### src/rtl/seq_divide.sv
// seq_divide: iterative restoring shift-subtract divider, one quotient bit per clock
//
// Parameters:
//   WIDTH        operand, quotient and remainder width in bits (>=2)
// Ports:
//   clkin        clock, rising edge
//   rstin        asynchronous active-high reset
//   start        request, sampled only while busy=0
//   dividend_in  dividend, captured on the accepting edge
//   divisor_in   divisor, captured on the accepting edge
//   busy         division in progress
//   ready        result valid, held until the next accepted start
//   quotient     quotient result
//   remainder    remainder result
//   div_by_zero  divisor was zero, valid with ready
// Configuration macro:
//   DIV_SIGNED_EN  two's complement operands, one extra FIX cycle applies the signs
module seq_divide #(
    parameter int WIDTH = 8
) (
    input  logic             clkin,
    input  logic             rstin,
    input  logic             start,
    input  logic [WIDTH-1:0] dividend_in,
    input  logic [WIDTH-1:0] divisor_in,
    output logic             busy,
    output logic             ready,
    output logic [WIDTH-1:0] quotient,
    output logic [WIDTH-1:0] remainder,
    output logic             div_by_zero
);
    localparam int CW = $clog2(WIDTH + 1);
    localparam logic [1:0] IDLE = 2'd0;
    localparam logic [1:0] RUN  = 2'd1;
    localparam logic [1:0] DONE = 2'd2;
`ifdef DIV_SIGNED_EN
    localparam logic [1:0] FIX  = 2'd3;
    logic dneg, sdiff;
    function automatic logic [WIDTH-1:0] mag(input logic [WIDTH-1:0] x);
        return x[WIDTH-1] ? -x : x;
    endfunction
`endif
    logic [1:0]       state;
    logic [CW-1:0]    cnt;
    logic [WIDTH-1:0] r, q, dvs, dnd;
    logic [WIDTH:0]   sh, t;
    // The partial remainder never reaches the divisor, so WIDTH bits hold it;
    // the extra bit only exists transiently in the shifted value and trial difference.
    assign sh = {r, q[WIDTH-1]};
    assign t  = sh - {1'b0, dvs};
    always_ff @(posedge clkin or posedge rstin) begin
        if (rstin) begin
            state       <= IDLE;
            cnt         <= '0;
            r           <= '0;
            q           <= '0;
            dvs         <= '0;
            dnd         <= '0;
            busy        <= 1'b0;
            ready       <= 1'b0;
            quotient    <= '0;
            remainder   <= '0;
            div_by_zero <= 1'b0;
`ifdef DIV_SIGNED_EN
            dneg        <= 1'b0;
            sdiff       <= 1'b0;
`endif
        end else if (start && !busy) begin
            state       <= RUN;
            busy        <= 1'b1;
            ready       <= 1'b0;
            div_by_zero <= 1'b0;
            cnt         <= CW'(WIDTH);
            r           <= '0;
            dnd         <= dividend_in;
`ifdef DIV_SIGNED_EN
            q           <= mag(dividend_in);
            dvs         <= mag(divisor_in);
            dneg        <= dividend_in[WIDTH-1];
            sdiff       <= dividend_in[WIDTH-1] ^ divisor_in[WIDTH-1];
`else
            q           <= dividend_in;
            dvs         <= divisor_in;
`endif
        end else if (state == RUN) begin
            if (dvs == '0) begin
                quotient    <= '1;
                remainder   <= dnd;
                div_by_zero <= 1'b1;
                ready       <= 1'b1;
                busy        <= 1'b0;
                state       <= DONE;
            end else begin
                // Trial subtract: a clear sign bit means the divisor fits.
                r   <= t[WIDTH] ? sh[WIDTH-1:0] : t[WIDTH-1:0];
                q   <= {q[WIDTH-2:0], ~t[WIDTH]};
                cnt <= cnt - 1'b1;
                if (cnt == CW'(1)) begin
`ifdef DIV_SIGNED_EN
                    state     <= FIX;
`else
                    quotient  <= {q[WIDTH-2:0], ~t[WIDTH]};
                    remainder <= t[WIDTH] ? sh[WIDTH-1:0] : t[WIDTH-1:0];
                    ready     <= 1'b1;
                    busy      <= 1'b0;
                    state     <= DONE;
`endif
                end
            end
        end
`ifdef DIV_SIGNED_EN
        else if (state == FIX) begin
            quotient  <= sdiff ? -q : q;
            remainder <= dneg ? -r : r;
            ready     <= 1'b1;
            busy      <= 1'b0;
            state     <= DONE;
        end
`endif
    end
endmodule

### config.mk
export PLATFORM = sky130hd
export DESIGN_NAME = seq_divide
export DESIGN_NICKNAME = d
export VERILOG_FILES = /design/src/rtl/seq_divide.sv
export SDC_FILE = /design/constraint.sdc
export NUM_CORES = 1
export LEC_CHECK = 0
export CAP_MARGIN = 20
export CORE_MARGIN = 1.5
export CORE_UTILIZATION = 35
export DETAILED_ROUTE_END_ITERATION = 7
export PLACE_DENSITY = 0.6
export SYNTH_ARGS = -nofsm -noshare
export SYNTH_HDL_FRONTEND = slang
export SYNTH_SLANG_ARGS = --single-unit
### constraint.sdc
create_clock -name clkin -period 5.8 [get_ports clkin]
set_input_delay 0.58 -clock clkin [delete_from_list [all_inputs] [get_ports clkin]]
set_output_delay 0.58 -clock clkin [all_outputs]
set_load 0.005 [all_outputs]
==> metrics.md, run 1 <==
| Metric | Value |
|---|---|
| Root buf cell | clkbuf_8 |
| Mapped Cells | 268 |
| Clk slew on worst S/H paths | 0.10 ns |
| Final Hold Viols | 0 |
| Cell breakdown of the critical path | inv_1 -> ha_1 -> inv_1 -> fa_1 -> a211oi_2 -> o211a_1 -> a221o_1 -> mux2i_1 -> a21oi_1 |
| PD cells | 644.3 nW/µm² |
| Postcts setup bufs | 0 |
| Avg Synthesized Cell Area | 10.16 µm² |
| Sw frac | 42.64% |
| Leakage | 1.427 nW |
| Cell taking the most area after synthesis | dfrtp_1 |
| Outcome | complete, no violations |
| Unique masters post-synth | 43 |
| CP Capture Type | flop |
| #FFs+latches synth | 55 |
| Max Cap Viol | 0 |
| Clock sinks | 55 |
| CP max FO | 13 |
| Worst path slowest cell | a221o_1 |
| Critical path type | reg2reg |
| Tmin final | 2.728 ns |
| Core Util, Final | 44.05% |
| Worst-Margin Slew | 0.9442 ns |
| Sequential share of the synthesized area | 50.55% |
| Pint | 1.206 mW |
| Clk_lat worst skew | 0.31 ns |
| Routed WL | 6044 µm |
| Tcrit/Tclk final | 47.03% |
| Vias | 2,016 |
| Slew headroom | 37.05% |
| RSZ-0062 raised after global routing | no |
| Tot GR Track Use | 15.28% |
| Most frequent cell after synthesis | dfrtp_1 |
| CTS tree | done |
| FF-to-FF End | remainder[5] |
| Sequential share of power | 34.5% |
| DRC | 0 |
| CP required | 5.99 ns |
| Grt total ovfl | 0 |
| Die ar. | 8317 µm² |
| Via count of the first global-routing pass | 2,035 |
| Mapped cell area | 2723 µm² |
| Worst Clk Skew | 0.005476 ns |
| Final nets | 332 |
| Sw power | 0.8965 mW |
| Hold Path Depth | 2 |
| Fmax | 0.3666 GHz |
| Post-synth EDFFs | 0 |
| Maximum VDD drop | 0.2348 mV |
| Max Slew Vio Count | 0 |
| Most frequent cell on the critical path | inv_1 |
| Core Area | 7408 µm² |
| First-pass GRT wire length | 10,090 µm |
| Drt via density | 5.015 |
| Setup violations, final | 0 |
| Post-synth top area share | 50.55% |
| Critical path startpoint category | flop |
| Main synth FF type | dfrtp_1 |
| DR WL/cell | 15.03 µm |
| Die height | 91.20 µm |
| Clock Path Buffers | 2 |
| Syn nets | 298 |
| Clk network pwr share | 10.2% |
| Final setup TNS | 0 ns |
| Port Buffers | 37 |
| Worst r2r path cells | 9 |
| H-tree depth | 2 |
| Worst min-delay path category | reg2reg |
| # hold bufs at CTS | 0 |
| Critical Path AT | 2.92 ns |
| Pre-antenna DRT Iters | 4 |
| Num rows | 31 |
| Ant. Diodes | 0 |
| Area growth syn-to-layout | 19.85% |
| Hold Path End | dnd[3] |
| R2R Setup Slk | 3.07 ns |
| Combinational power share | 55.3% |
| DP Wirelength | 4299 µm |
| Largest net degree at the start of global routing | 56 |
| Syn. warnings | 0 |
| Hold Crit Start | dnd[3] |
| Inserted Clock Buffers | 5 |
| Slowest cell delay on critical path | 0.53 ns |
| Die Width | 91.20 µm |
| ANT nets after route | 0 |
| Post_cts resized | 0 |
| Ranking of synthesized cells by area | dfrtp_1, nand2_1, ha_1 |
| Top post-synthesis cells by count | dfrtp_1, nand2_1, o21ai_0 |
| Share of post-route cells with drive strength above 1 | 6.931% |
| Gpl congestion | 0.7832 |
| Starting density of the core | 36.75% |
| Async SR Flop Fraction | 100.0% |
| Iter 0 DRT Violations | 77 |
| Total I/O pin count | 38 |
| R2R Path Start | q[7] |
| Antenna violations before repair | 0 |
## layout make-up
cell class	count	area, µm²
Fill cell	710	4145
Sequential cell	55	1376
Multi-Input combinational cell	184	1221
Timing Repair Buffer	39	389.1
Tap cell	99	123.9
Clock buffer	5	68.82
Inverter	17	63.81
Clock inverter	3	20.02
## layout by cell type (no fill, tap or decap), drive strengths merged, types with 4 or more instances in the layout
cell type / synthesis / routed
dfrtp: 55 / 55
nand2: 39 / 39
clkdlybuf4s50: 0 / 37
o21ai: 28 / 28
a21oi: 19 / 19
inv: 17 / 17
mux2i: 12 / 12
nor2: 11 / 11
nand3: 10 / 10
ha: 10 / 10
o22a: 7 / 7
o22ai: 7 / 7
xor2: 5 / 5
clkbuf: 7 / 5
nand2b: 4 / 4
## power by group through the flow
stage	registers (mW)	clock network (mW)	logic, mW
2_1_floorplan	0.698	0	0.866
3_3_place_gp	0.732	0	1.14
3_5_place_dp	0.733	0	1.17
4_1_cts	0.727	0.220	1.17
5_1_grt	0.748	0.236	1.31
6_report	0.725	0.214	1.16
## routing by layer
metal	up-vias	global-route usage, %	share of wire (%)
li1	1014	-	-
met1	964	22.15	52
met2	30	23.26	45
met3	8	2.513	2.5
met4	0	4.688	1.3
met5	-	0	0
## flip-flops by register name (all words and copies together), names as in the netlist, 4 cells and up
name       count
dnd            8
cnt            4
remainder      8
dvs            8
r              8
quotient       8
q              8
## through the flow
stage                     power, mW  setup WS (ns)  hold WS (ns)  cells  cell area [µm²]
after global routing          2.298          2.835        0.5167    402             3263
after detailed placement      1.902          3.077        0.4712    393             3163
after floorplan               1.564          3.471        0.4465    268             2723
after CTS                     2.120          3.059        0.4935    401             3252
after global placement        1.875          3.175        0.4645    393             3163
final                         2.102          3.072        0.4850    402             3263
## how the worst max path moves through the flow
stage	from	depth (start not counted)	end
after floorplan	q[7]	10	remainder[1]
after global placement	q[7]	9	remainder[0]
after detailed placement	q[7]	9	remainder[5]
after CTS	q[7]	9	remainder[5]
after global routing	q[7]	9	r[1]
final	q[7]	9	remainder[5]
## critical path, delay by kind of cell (launching register included)
family / cells / cell delay [ns]
AOI/OAI and AO/OA: 4 / 1.15
adders and majority gates: 2 / 0.57
DFF: 1 / 0.39
muxes: 1 / 0.35
buffers and inverters: 2 / 0.14
## kinds of logic (layout without fill, tap and decap cells)
group | after synthesis | count (layout) | share of synthesized area, %
AOI/OAI and AO/OA | 80 | 80 | 19.16
and+or+nand+nor | 73 | 73 | 13.05
DFF | 55 | 55 | 50.55
buffers and inverters | 29 | 64 | 4.687
muxes | 13 | 13 | 4.963
adders and majority gates | 11 | 11 | 5.331
xor gates and xnor gates | 7 | 7 | 2.252
Power figures use the tool's default switching activity.
==> run 2: changes to the inputs <==
Clock period 5.8 ns to 2.7 ns, I/O delays scaled along.
==> metrics.md, run 2 (same netlist as run 1, synthesis figures left out) <==
| Metric | Value |
|---|---|
| H-tree depth | 2 |
| CP max FO | 5 |
| Grt total ovfl | 0 |
| Buffers and inverters on the worst path | 2 |
| Outcome | complete, no violations |
| Worst path slowest cell | a221o_2 |
| Share of post-route cells with drive strength above 1 | 10.26% |
| CP top delay family | compound AO/OA/AOI/OAI gates |
| Sequential share of power | 33.0% |
| Most frequent cell on the critical path | inv_1 |
| Final Hold Viols | 0 |
| Clock Path Buffers | 2 |
| Ant. Diodes | 0 |
| Critical path type | reg2reg |
| ANT nets after route | 0 |
| DR WL/cell | 15.61 µm |
| Antenna violations before repair | 0 |
| Core Area | 7408 µm² |
| Maximum VDD drop | 0.5066 mV |
| Sw frac | 42.64% |
| CP Capture Type | flop |
| Largest net degree at the start of global routing | 33 |
| Core Util, Final | 45.16% |
| Multi-input logic area | 1247 µm² |
| Most frequent cells in the layout | dfrtp_1, nand2_1, clkdlybuf4s50_1, o21ai_0 |
| Iter 0 DRT Violations | 113 |
| Pre-antenna DRT Iters | 4 |
| Drt via density | 5.168 |
| Port Buffers | 37 |
| Max Slew Vio Count | 0 |
| Tmin final | 2.574 ns |
| Inserted Clock Buffers | 5 |
| Most common cell after layout, fill and taps aside | dfrtp_1 |
| Clk network pwr share | 9.4% |
| PD cells | 1422 nW/µm² |
| Total I/O pin count | 38 |
| Die height | 91.20 µm |
| Worst Clk Skew | 0.004523 ns |
| Tcrit/Tclk final | 95.33% |
| Fmax | 0.3885 GHz |
| Combinational power share | 57.6% |
| Critical path startpoint category | flop |
| Vias | 2,124 |
| First-pass GRT wire length | 10,500 µm |
| Gpl congestion | 0.8687 |
| Worst min-delay path category | in2async |
| Area growth syn-to-layout | 22.89% |
| Die Width | 91.20 µm |
| Routed WL | 6415 µm |
| Cell breakdown of the critical path | inv_1 -> ha_1 -> inv_1 -> fa_2 -> a211oi_4 -> o211ai_1 -> a221o_2 -> mux2_4 -> o21ai_1 |
| Via count of the first global-routing pass | 2,091 |
| Final setup TNS | 0 ns |
| CTS tree | done |
| CP required | 2.94 ns |
| Pint | 2.729 mW |
| Root buf cell | clkbuf_8 |
| Max Cap Viol | 0 |
| Worst-Margin Slew | 0.7970 ns |
| Setup violations, final | 0 |
| Slowest cell delay on critical path | 0.50 ns |
| Die ar. | 8317 µm² |
| Fillers | 718 |
| DRC | 0 |
| Slew headroom | 46.86% |
| Leakage | 1.471 nW |
| Sw power | 2.029 mW |
| RSZ-0062 raised after global routing | no |
| Total power draw | 4.758 mW |
| Num rows | 31 |
| DP Wirelength | 4695 µm |
| Final nets | 341 |
| Final hold slack | 0.2223 ns |
| Reg area | 1376 µm² |
| Starting density of the core | 36.75% |
| Clk_lat worst skew | 0.31 ns |
| Clk slew on worst S/H paths | 0.10 ns |
| Tot GR Track Use | 16.10% |
| Critical Path AT | 2.81 ns |
| Clock sinks | 55 |
==> run 2: metal layers <==
layer | up-vias | GRT usage (%) | wire length (µm)
li1 | 1035 | - | -
met1 | 1044 | 23.27 | 3294
met2 | 39 | 24.32 | 2847
met3 | 6 | 3.183 | 190
met4 | 0 | 4.688 | 83
met5 | - | 0 | 0
==> run 2: timing repair <==
action / 4_1_cts / 5_1_grt
pin swaps: 0 / 2
endpoints found under the setup margin: 4 / 11
buffers inserted: 0 / 2
gates resized for setup: 1 / 3
hold buffers: 0 / 0
cloned: 0 / 1
==> run 2: worst paths after layout <==
| check | start | to | slack, ns | cells after the start |
|---|---|---|---|---|
| min in group clkin | dnd[5] | dnd[5] | 0.49 | 2 |
| worst min-delay path | rstin | q[6] | 0.22 | 2 |
| worst max register to register | q[7] | r[0] | 0.13 | 9 |
| worst max-delay path | q[7] | r[0] | 0.13 | 9 |
| worst min register to register | dnd[5] | dnd[5] | 0.49 | 2 |
| max in group asynchronous | rstin | div_by_zero | 1.86 | 3 |
==> run 2: layout make-up <==
| cell class | count | area share, % |
|---|---|---|
| sequential | 55 | 41.14 |
| multi-input combinational | 185 | 37.29 |
| timing repair buffer | 47 | 13.31 |
| tap | 99 | 3.702 |
| clock buffer | 5 | 2.057 |
| inverter | 17 | 1.907 |
| clock inverter | 3 | 0.5984 |
==> run 2: power by group through the flow <==
stage          registers, mW  clock network [mW]  logic (mW)
2_1_floorplan           1.50                   0        1.86
3_5_place_dp            1.58                   0        2.59
3_3_place_gp            1.57                   0        2.54
6_report                1.57               0.449        2.74
5_1_grt                 1.62               0.489        3.06
4_1_cts                 1.57               0.464        2.60
==> run 2: stage by stage <==
| step | setup slack [ns] | cell area [µm²] | std cells |
|---|---|---|---|
| global placement | 0.1202 | 3216 | 400 |
| CTS | 0.05583 | 3306 | 408 |
| floorplan | 0.3708 | 2723 | 268 |
| detailed placement | 0.001642 | 3216 | 400 |
| global route | 0.003965 | 3346 | 411 |
| finish | 0.1261 | 3346 | 411 |
==> run 3: changes to the inputs <==
Settings changed: CORE_MARGIN 1.5 to not set.
==> metrics.md, run 3 (same netlist as run 1, synthesis figures left out) <==
| Metric | Value |
|---|---|
| Critical Path AT | 2.83 ns |
| Worst r2r path cells | 9 |
| First-pass GRT wire length | 10,200 µm |
| Num rows | 31 |
| CP endpoint | remainder[0] |
| Via count of the first global-routing pass | 2,066 |
| DP Wirelength | 4420 µm |
| Clk_lat worst skew | 0.31 ns |
| Share of post-route cells with drive strength above 1 | 9.968% |
| Buffers and inverters on the worst path | 2 |
| CP max FO | 5 |
| Worst-Margin Slew | 0.7639 ns |
| Final Hold Viols | 0 |
| Leakage | 1.468 nW |
| Core Util, Final | 45.11% |
| Setup violations, final | 0 |
| Outcome | complete, no violations |
| Slew headroom | 49.08% |
| R2R Setup Slk | 0.11 ns |
| Tmin final | 2.592 ns |
| ANT nets after route | 0 |
| CTS tree | done |
| Die ar. | 8136 µm² |
| Tcrit/Tclk final | 95.99% |
| FF-to-FF End | remainder[0] |
| Most frequent cells in the layout | dfrtp_1, nand2_1, clkdlybuf4s50_1, o21ai_0 |
| Total I/O pin count | 38 |
| # hold bufs at CTS | 0 |
| Ant. Diodes | 0 |
| Root buf cell | clkbuf_8 |
| Clock sinks | 55 |
| Total power draw | 4.711 mW |
| Inserted Clock Buffers | 5 |
| Most common cell after layout, fill and taps aside | dfrtp_1 |
| Setup crit start | q[7] |
| Iter 0 DRT Violations | 59 |
| Fmax | 0.3858 GHz |
| Gpl congestion | 0.8471 |
| Max Slew Vio Count | 0 |
| Placed cell count | 399 |
| Max Cap Viol | 0 |
| Critical path startpoint category | flop |
| Die height | 90.20 µm |
| CP Capture Type | flop |
| Slowest cell delay on critical path | 0.51 ns |
| Maximum VDD drop | 0.5982 mV |
| R2R Path Start | q[7] |
| Area growth syn-to-layout | 22.10% |
| Final setup TNS | 0 ns |
| Die Width | 90.20 µm |
| Starting density of the core | 36.94% |
| WP depth | 9 |
| Worst Clk Skew | 0.004435 ns |
| CP top delay family | compound AO/OA/AOI/OAI gates |
| Tot GR Track Use | 15.76% |
| Most frequent cell on the critical path | inv_1 |
| Clock Path Buffers | 2 |
| Cell breakdown of the critical path | inv_1 -> ha_1 -> inv_1 -> fa_2 -> a211oi_2 -> o211ai_1 -> a221o_2 -> mux2_4 -> a21oi_2 |
| DRC | 0 |
| Final hold slack | 0.4482 ns |
| Final nets | 340 |
| DR WL/cell | 15.11 µm |
| Drt via density | 5.117 |
| Pre-antenna DRT Iters | 4 |
| Clk slew on worst S/H paths | 0.09 ns |
| Largest net degree at the start of global routing | 56 |
| Critical path type | reg2reg |
| Vias | 2,098 |
| CP required | 2.94 ns |
| Core Area | 7370 µm² |
| Worst path slowest cell | a221o_2 |
| H-tree depth | 2 |
| Port Buffers | 37 |
| Post-route non-filler standard cell count | 410 |
| Routed WL | 6196 µm |
| Antenna violations before repair | 0 |
| PD cells | 1417 nW/µm² |
| Grt total ovfl | 0 |
| Worst min-delay path category | in2async |
-- run 3: cell types whose count changed in the layout (fill, tap and decap cells not counted) --
cell	before	now
clkinv_2	1	3
clkinvlp_4	2	0
a211oi_2	0	1
a211oi_4	1	0
buf_4	10	9
mux2i_1	12	11
mux2i_2	0	1
o31ai_1	0	1
o31ai_2	1	0
-- run 3: worst min-delay path, delay by kind of cell --
kind,cells,cell delay (ns)
buf+inv,3,0.99
-- run 3: layout make-up --
type,count,area [µm²]
Timing Repair Buffer,46,437.9
Sequential cell,55,1376
Inverter,17,63.81
Clock inverter,3,15.01
Tap cell,99,123.9
Multi-Input combinational cell,185,1239
Clock buffer,5,68.82
Fill cell,732,4045
-- run 3: worst min-delay path by stage --
stage,start,end,slack [ns],cells past startpoint
floorplan,divisor_in[0],dvs[0],0.38,2
global placement,dnd[7],dnd[7],0.47,2
detailed placement,dnd[3],dnd[3],0.47,2
CTS,rstin,remainder[3],0.49,3
global route,quotient[7],quotient[7],0.52,1
finish,rstin,remainder[3],0.45,3
-- run 3: stage by stage --
step | instance area, µm² | setup slack (ns)
2_1_floorplan | 2723 | 0.3708
3_3_place_gp | 3208 | 0.1315
3_5_place_dp | 3208 | 0.04870
4_1_cts | 3292 | 0.002492
5_1_grt | 3324 | -0.02119
6_report | 3324 | 0.1082
-- run 3: repair_timing --
action / CTS / global route
endpoints found under the setup margin: 0 / 17
hold endpoints to repair: 0 / 0
buffers inserted: 0 / 2
resized for setup: 0 / 3
-- run 3: power by group --
| part | internal, mW | switching (mW) |
|---|---|---|
| logic | 1.30 | 1.42 |
| clock network | 0.178 | 0.263 |
| registers | 1.24 | 0.319 |
-- run 3: routing by layer --
layer | wire length (µm) | track usage (%)
met5 | 0 | 0
met2 | 2731 | 23.28
met4 | 73 | 4.839
met3 | 182 | 2.792
met1 | 3209 | 23.38
